--- src/rtl/vec_pkg.sv ---
// Shared vector-unit definitions: lane geometry, sequencer states and lane slicing.
package vec_pkg;

    localparam int unsigned LANES  = 16;
    localparam int unsigned LANE_W = 16;
    localparam int unsigned ADDR_W = 16;
    localparam int unsigned VEC_W  = LANES * LANE_W;
    localparam int unsigned IDX_W  = $clog2(LANES);

    typedef enum logic [1:0] {
        ST_IDLE   = 2'd0,
        ST_ACCESS = 2'd1,
        ST_DONE   = 2'd2
    } state_t;

    // Lane idx occupies vec[idx*LANE_W +: LANE_W].
    function automatic logic [LANE_W-1:0] lane_slice(input logic [VEC_W-1:0] vec,
                                                     input logic [IDX_W-1:0] idx);
        return vec[int'(idx) * LANE_W +: LANE_W];
    endfunction

endpackage

--- src/rtl/vec_lane_buffer.sv ---
// LANES x LANE_W capture register: clear on request, one indexed lane write per cycle.
module vec_lane_buffer #(
    parameter int unsigned LANES  = vec_pkg::LANES,
    parameter int unsigned LANE_W = vec_pkg::LANE_W,
    parameter int unsigned IDX_W  = $clog2(LANES)
) (
    input  logic                    clk,
    input  logic                    rst_n,
    input  logic                    clr,
    input  logic                    wr_en,
    input  logic [IDX_W-1:0]        wr_idx,
    input  logic [LANE_W-1:0]       wr_data,
    output logic [LANES*LANE_W-1:0] vec
);

    always_ff @(posedge clk or negedge rst_n) begin
        if (!rst_n) begin
            vec <= '0;
        end else if (clr) begin
            vec <= '0;
        end else if (wr_en) begin
            vec[int'(wr_idx) * LANE_W +: LANE_W] <= wr_data;
        end
    end

endmodule

--- src/rtl/vec_mem_sequencer.sv ---
// VLD/VST sequencer: moves a LANES x LANE_W vector through a LANE_W-wide memory, one lane per beat.
module vec_mem_sequencer
    import vec_pkg::*;
(
    input  logic              clk,
    input  logic              rst_n,
    input  logic              start,
    input  logic              is_store,
    input  logic [ADDR_W-1:0] base_addr,
    input  logic [VEC_W-1:0]  store_data,
    output logic              busy,
    output logic              done,
    output logic [VEC_W-1:0]  load_data,
    output logic              mem_req,
    output logic              mem_we,
    output logic [ADDR_W-1:0] mem_addr,
    output logic [LANE_W-1:0] mem_wdata,
    input  logic [LANE_W-1:0] mem_rdata,
    input  logic              mem_ready
);

    state_t            state_q, state_nxt;
    logic [IDX_W-1:0]  cnt_q, cnt_nxt;
    logic              is_store_q;
    logic [ADDR_W-1:0] base_q;
    logic [VEC_W-1:0]  store_q;

    logic              start_acc_c;
    logic              beat_c;
    logic              st_sel_c;
    logic [ADDR_W-1:0] base_sel_c;
    logic [VEC_W-1:0]  vec_sel_c;
    logic              busy_nxt, done_nxt, req_nxt, we_nxt;
    logic [ADDR_W-1:0] addr_nxt;
    logic [LANE_W-1:0] wdata_nxt;

    // Next state plus next-cycle outputs, so every memory-side output comes straight from a flop.
    always_comb begin
        state_nxt   = state_q;
        cnt_nxt     = cnt_q;
        start_acc_c = 1'b0;
        beat_c      = 1'b0;

        case (state_q)
            ST_IDLE: begin
                if (start) begin
                    start_acc_c = 1'b1;
                    cnt_nxt     = '0;
                    state_nxt   = ST_ACCESS;
                end
            end
            ST_ACCESS: begin
                if (mem_ready) begin
                    beat_c = 1'b1;
                    if (cnt_q == IDX_W'(LANES - 1)) begin
                        state_nxt = ST_DONE;
                    end else begin
                        cnt_nxt = cnt_q + IDX_W'(1);
                    end
                end
            end
            ST_DONE: begin
                state_nxt = ST_IDLE;
            end
            default: begin
                state_nxt = ST_IDLE;
            end
        endcase

        // The accepting edge must already drive beat 0, before the latches update.
        st_sel_c   = start_acc_c ? is_store   : is_store_q;
        base_sel_c = start_acc_c ? base_addr  : base_q;
        vec_sel_c  = start_acc_c ? store_data : store_q;

        busy_nxt  = (state_nxt != ST_IDLE);
        done_nxt  = (state_nxt == ST_DONE);
        req_nxt   = (state_nxt == ST_ACCESS);
        we_nxt    = req_nxt & st_sel_c;
        addr_nxt  = req_nxt ? ADDR_W'(base_sel_c + ADDR_W'(cnt_nxt)) : '0;
        wdata_nxt = we_nxt ? lane_slice(vec_sel_c, cnt_nxt) : '0;
    end

    always_ff @(posedge clk or negedge rst_n) begin
        if (!rst_n) begin
            state_q    <= ST_IDLE;
            cnt_q      <= '0;
            is_store_q <= 1'b0;
            base_q     <= '0;
            store_q    <= '0;
            busy       <= 1'b0;
            done       <= 1'b0;
            mem_req    <= 1'b0;
            mem_we     <= 1'b0;
            mem_addr   <= '0;
            mem_wdata  <= '0;
        end else begin
            state_q   <= state_nxt;
            cnt_q     <= cnt_nxt;
            busy      <= busy_nxt;
            done      <= done_nxt;
            mem_req   <= req_nxt;
            mem_we    <= we_nxt;
            mem_addr  <= addr_nxt;
            mem_wdata <= wdata_nxt;
            if (start_acc_c) begin
                is_store_q <= is_store;
                base_q     <= base_addr;
                store_q    <= store_data;
            end
        end
    end

    // Load assembly; a store leaves the previous load vector untouched.
    vec_lane_buffer #(
        .LANES  (LANES),
        .LANE_W (LANE_W),
        .IDX_W  (IDX_W)
    ) u_load_buf (
        .clk     (clk),
        .rst_n   (rst_n),
        .clr     (start_acc_c & ~is_store),
        .wr_en   (beat_c & ~is_store_q),
        .wr_idx  (cnt_q),
        .wr_data (mem_rdata),
        .vec     (load_data)
    );

endmodule

--- config.mk ---
export PLATFORM = sky130hd
export DESIGN_NAME = vec_mem_sequencer
export DESIGN_NICKNAME = d
export VERILOG_FILES = /design/src/rtl/vec_pkg.sv /design/src/rtl/vec_lane_buffer.sv /design/src/rtl/vec_mem_sequencer.sv
export SDC_FILE = /design/constraint.sdc
export NUM_CORES = 1
export LEC_CHECK = 0
export BUFFER_PORTS_ARGS = -buffer_cell sky130_fd_sc_hd__buf_2
export CORE_ASPECT_RATIO = 1.25
export CORE_MARGIN = 2
export CORE_UTILIZATION = 30
export CTS_BUF_LIST = sky130_fd_sc_hd__clkbuf_4
export DETAILED_ROUTE_END_ITERATION = 7
export PLACE_DENSITY = 0.48
export SETUP_SLACK_MARGIN = 0.5
export SYNTH_ARGS = -nofsm -noshare
export SYNTH_HDL_FRONTEND = slang
export SYNTH_SLANG_ARGS = --single-unit
--- constraint.sdc ---
create_clock -name clk -period 11.8 [get_ports clk]
set_input_delay 2.36 -clock clk [delete_from_list [all_inputs] [get_ports clk]]
set_output_delay 2.36 -clock clk [all_outputs]
set_load 0.03 [all_outputs]
==> impl_metrics.py <==
metrics = {
    "place": {
        "dp_hpwl_um": 75200,
        "port_buffers": 584,
        "routabilityCongestion": 0.818,
    },
    "clock_tree": {
        "cts-root-buf": "clkbuf_4",
        "ctsHoldBuffers": 0,
        "clock_latency_ns": 1.02,
        "post_cts_resized": 0,
        "cts.path.max_buffers": 3,
        "path_clk_slew_ns": 0.06,
        "cts_num_sinks": 571,
        "postCtsSetupRepairBufs": 0,
        "numCtsBuffers": 159,
        "htreeDepth": 4,
        "cts_tree": "yes",
    },
    "floorplanning": {
        "die_w_um": 268,
        "pin_count": 585,
        "coreArea_um2": 85900,
        "start_util": 0.304,
        "rows": 120,
        "die-area_um2": 89400,
        "die_h_um": 334,
    },
    "sta": {
        "fmax_mhz": 159,
        "final.setup.tns_ns": 0,
        "fin_skew_ns": 0.0564,
        "relSlewSlack": 0.193,
        "worst_pin_slew_ns": 1.21,
        "post-route-min-period_ns": 6.30,
        "setup_violations": 0,
        "finalHoldViolations": 0,
        "rsz0062_at_grt": "no",
        "post-route-period-util": 0.534,
        "maxSlewViolCount": 0,
        "fin_hold_ws_ns": 0.465,
    },
    "route": {
        "wl_per_cell_um": 22.6,
        "viasPerCell": 5.00,
        "drt_pass1_iterations": 5,
        "postRouteAntennaNets": 0,
        "num_vias": 23500,
        "routed_wirelength_um": 106000,
        "dr.first_iter.drc_count": 1898,
        "drc": 0,
    },
    "critical_path": {
        "endpoint_kind": "flop",
        "arrival_ns": 7.17,
        "crit_required_ns": 12.68,
        "startpoint": "mem_ready",
        "reg2reg_from": "cnt_q[0]$_DFF_PN0_",
        "path_max_fanout": 51,
        "rrSetupSlack_ns": 6.45,
        "criticalPathCategory": "in -> reg",
        "start_kind": "input port",
        "rr_worst_depth": 12,
        "rr_endpoint": "mem_addr[15]$_DFF_PN0_",
    },
    "synth": {
        "synth_top_area_frac": 0.547,
        "yosys-top-cells-area": "dfrtp_1, nand2_1, o21ai_0",
        "avgSynthCellArea_um2": 9.11,
        "ys.flop_type": "dfrtp_1",
        "synth-edff-count": 0,
        "syn_inst": 2866,
        "synth.most_common_cell": "nand2_1",
        "synth_common_cells": "nand2_1, dfrtp_1, o21ai_0, clkbuf_1, nor2_1",
        "yosys.area.top_type": "dfrtp_1",
        "synth.distinct_cells": 71,
        "syn-num-nets": 3167,
        "yosysSeqAreaShare": 0.547,
        "yosysWarnings": 0,
        "async_reset_ff_frac": 1.00,
        "synth-seq-cells": 571,
        "synth_area_um2": 26100,
    },
    "power_and_ir_drop": {
        "p_switching_uw": 4430,
        "switching_share": 0.465,
        "p_leak_uw": 0.0165,
        "p_seq_frac": 0.350,
        "power_frac_comb": 0.457,
        "ir_drop_mv": 0.126,
        "internal-power_uw": 5110,
        "power_density_nw_per_um2": 298,
        "report.power.total_uw": 9540,
        "pwr-share-clk": 0.192,
    },
    "cells_and_area": {
        "final_core_util": 0.373,
        "area_delta_synth_final_pct": 22.5,
        "layout.nets": 3733,
        "num-fill-cells": 9015,
        "final_layout_size_suffix_gt1_frac": 0.265,
    },
    "hold_path": {
        "hp-start": "store_q[125]$_DFF_PN0_",
        "min_path_cells": 2,
        "holdPathEnd": "store_q[125]$_DFF_PN0_",
        "hold_class": "reg -> reg",
    },
    "grt": {
        "first_global_vias": 23500,
        "grt_pass1_wl_um": 157000,
        "grt_remaining_overflow": 0,
        "grt_util_all_layers": 0.234,
        "grt_antenna_before_repair": 24,
        "grt_max_degree": 203,
    },
    "run_status": {
        "status": "complete, no violations",
    },
    "flow_run": {
        "drv_cap": 0,
    },
}
critical path, cell delays in order:
cell,delay (ns)
buf_2,0.14
and3b_2,0.19
buf_4,0.51
and3_1,0.86
o21ai_4,0.34
inv_2,0.79
ha_1,0.39
a21o_1,0.16
a21o_1,0.19
a21oi_1,0.55
nor4_1,0.16
nand4_1,0.14
mux2_2,0.33
routing by layer:
metal | global-route usage | routed length, µm | vias up
met2 | 0.382 | 50900 | 914
met5 | 0 | 67 | -
met4 | 0.0915 | 3480 | 10
li1 | - | - | 11000
met3 | 0.0529 | 7600 | 169
met1 | 0.299 | 44200 | 11400
cells by family after synthesis:
kind of cell / synth area share
AOI/OAI and AO/OA: 0.154
and+or+nand+nor: 0.220
adders and majority gates: 0.00412
DFF: 0.547
muxes: 0.0317
buffers and inverters: 0.0391
xor gates and xnor gates: 0.00470
worst max path at each step:
stage                                         to  cells past startpoint
after detailed placement  mem_addr[15]$_DFF_PN0_                     13
after global routing      mem_addr[15]$_DFF_PN0_                     13
after global placement    mem_addr[15]$_DFF_PN0_                     13
final                     mem_addr[15]$_DFF_PN0_                     13
after CTS                 mem_addr[15]$_DFF_PN0_                     13
after floorplan           mem_addr[14]$_DFF_PN0_                     18
power groups by stage:
stage	clock network (µW)	registers [µW]	logic [µW]
after detailed placement	0	3370	4380
after CTS	1910	3340	4400
after floorplan	0	3870	2270
after global placement	0	3360	4370
final	1840	3340	4360
after global routing	2010	3440	4760
stage by stage:
stage / instances / cell area, µm² / worst slack (ns)
2_1_floorplan: 2866 / 26100 / 6.32
3_3_place_gp: 4430 / 30000 / 4.52
3_5_place_dp: 4430 / 30000 / 4.42
4_1_cts: 4698 / 32000 / 5.59
5_1_grt: 4701 / 32000 / 5.28
6_report: 4707 / 32000 / 5.50
flip-flops by register name, summed over array words and instances, names as in the netlist:
name / flops
busy: 1
mem_wdata: 16
base_q: 16
cnt_q: 4
mem_we: 1
mem_req: 1
done: 1
is_store_q: 1
u_load_buf.vec: 256
state_q: 2
mem_addr: 16
store_q: 256
cell usage in the layout, fill, tap and decap left out, types with 14 or more instances in the layout:
master / instances
o221ai_1: 15
buf_4: 32
inv_1: 21
a21oi_1: 27
o21bai_1: 16
a32oi_1: 15
o2111a_1: 15
a22o_1: 97
mux2i_1: 42
a211oi_1: 16
nand3_1: 106
a2111oi_0: 15
o21ai_0: 244
nor2_1: 115
or3_1: 17
o22ai_1: 15
xnor2_1: 14
a32o_1: 17
nand2b_1: 16
nand4_1: 21
and3_1: 34
dfrtp_1: 570
nor2b_1: 18
clkbuf_4: 230
clkinv_1: 19
a221o_1: 15
o211ai_1: 34
nand2_1: 1008
mux2_2: 27
buf_2: 583
area by class of cell:
cell class,count,area (µm²),share of cell area
Clock inverter,38,275,0.00860
Inverter,24,90.1,0.00282
Clock buffer,230,1730,0.0540
Timing Repair Buffer,620,3250,0.102
Sequential cell,571,14300,0.447
Multi-Input combinational cell,2056,10900,0.340
Antenna cell,9,22.5,0.000704
Tap cell,1159,1450,0.0453
Power figures use the tool's default switching activity.
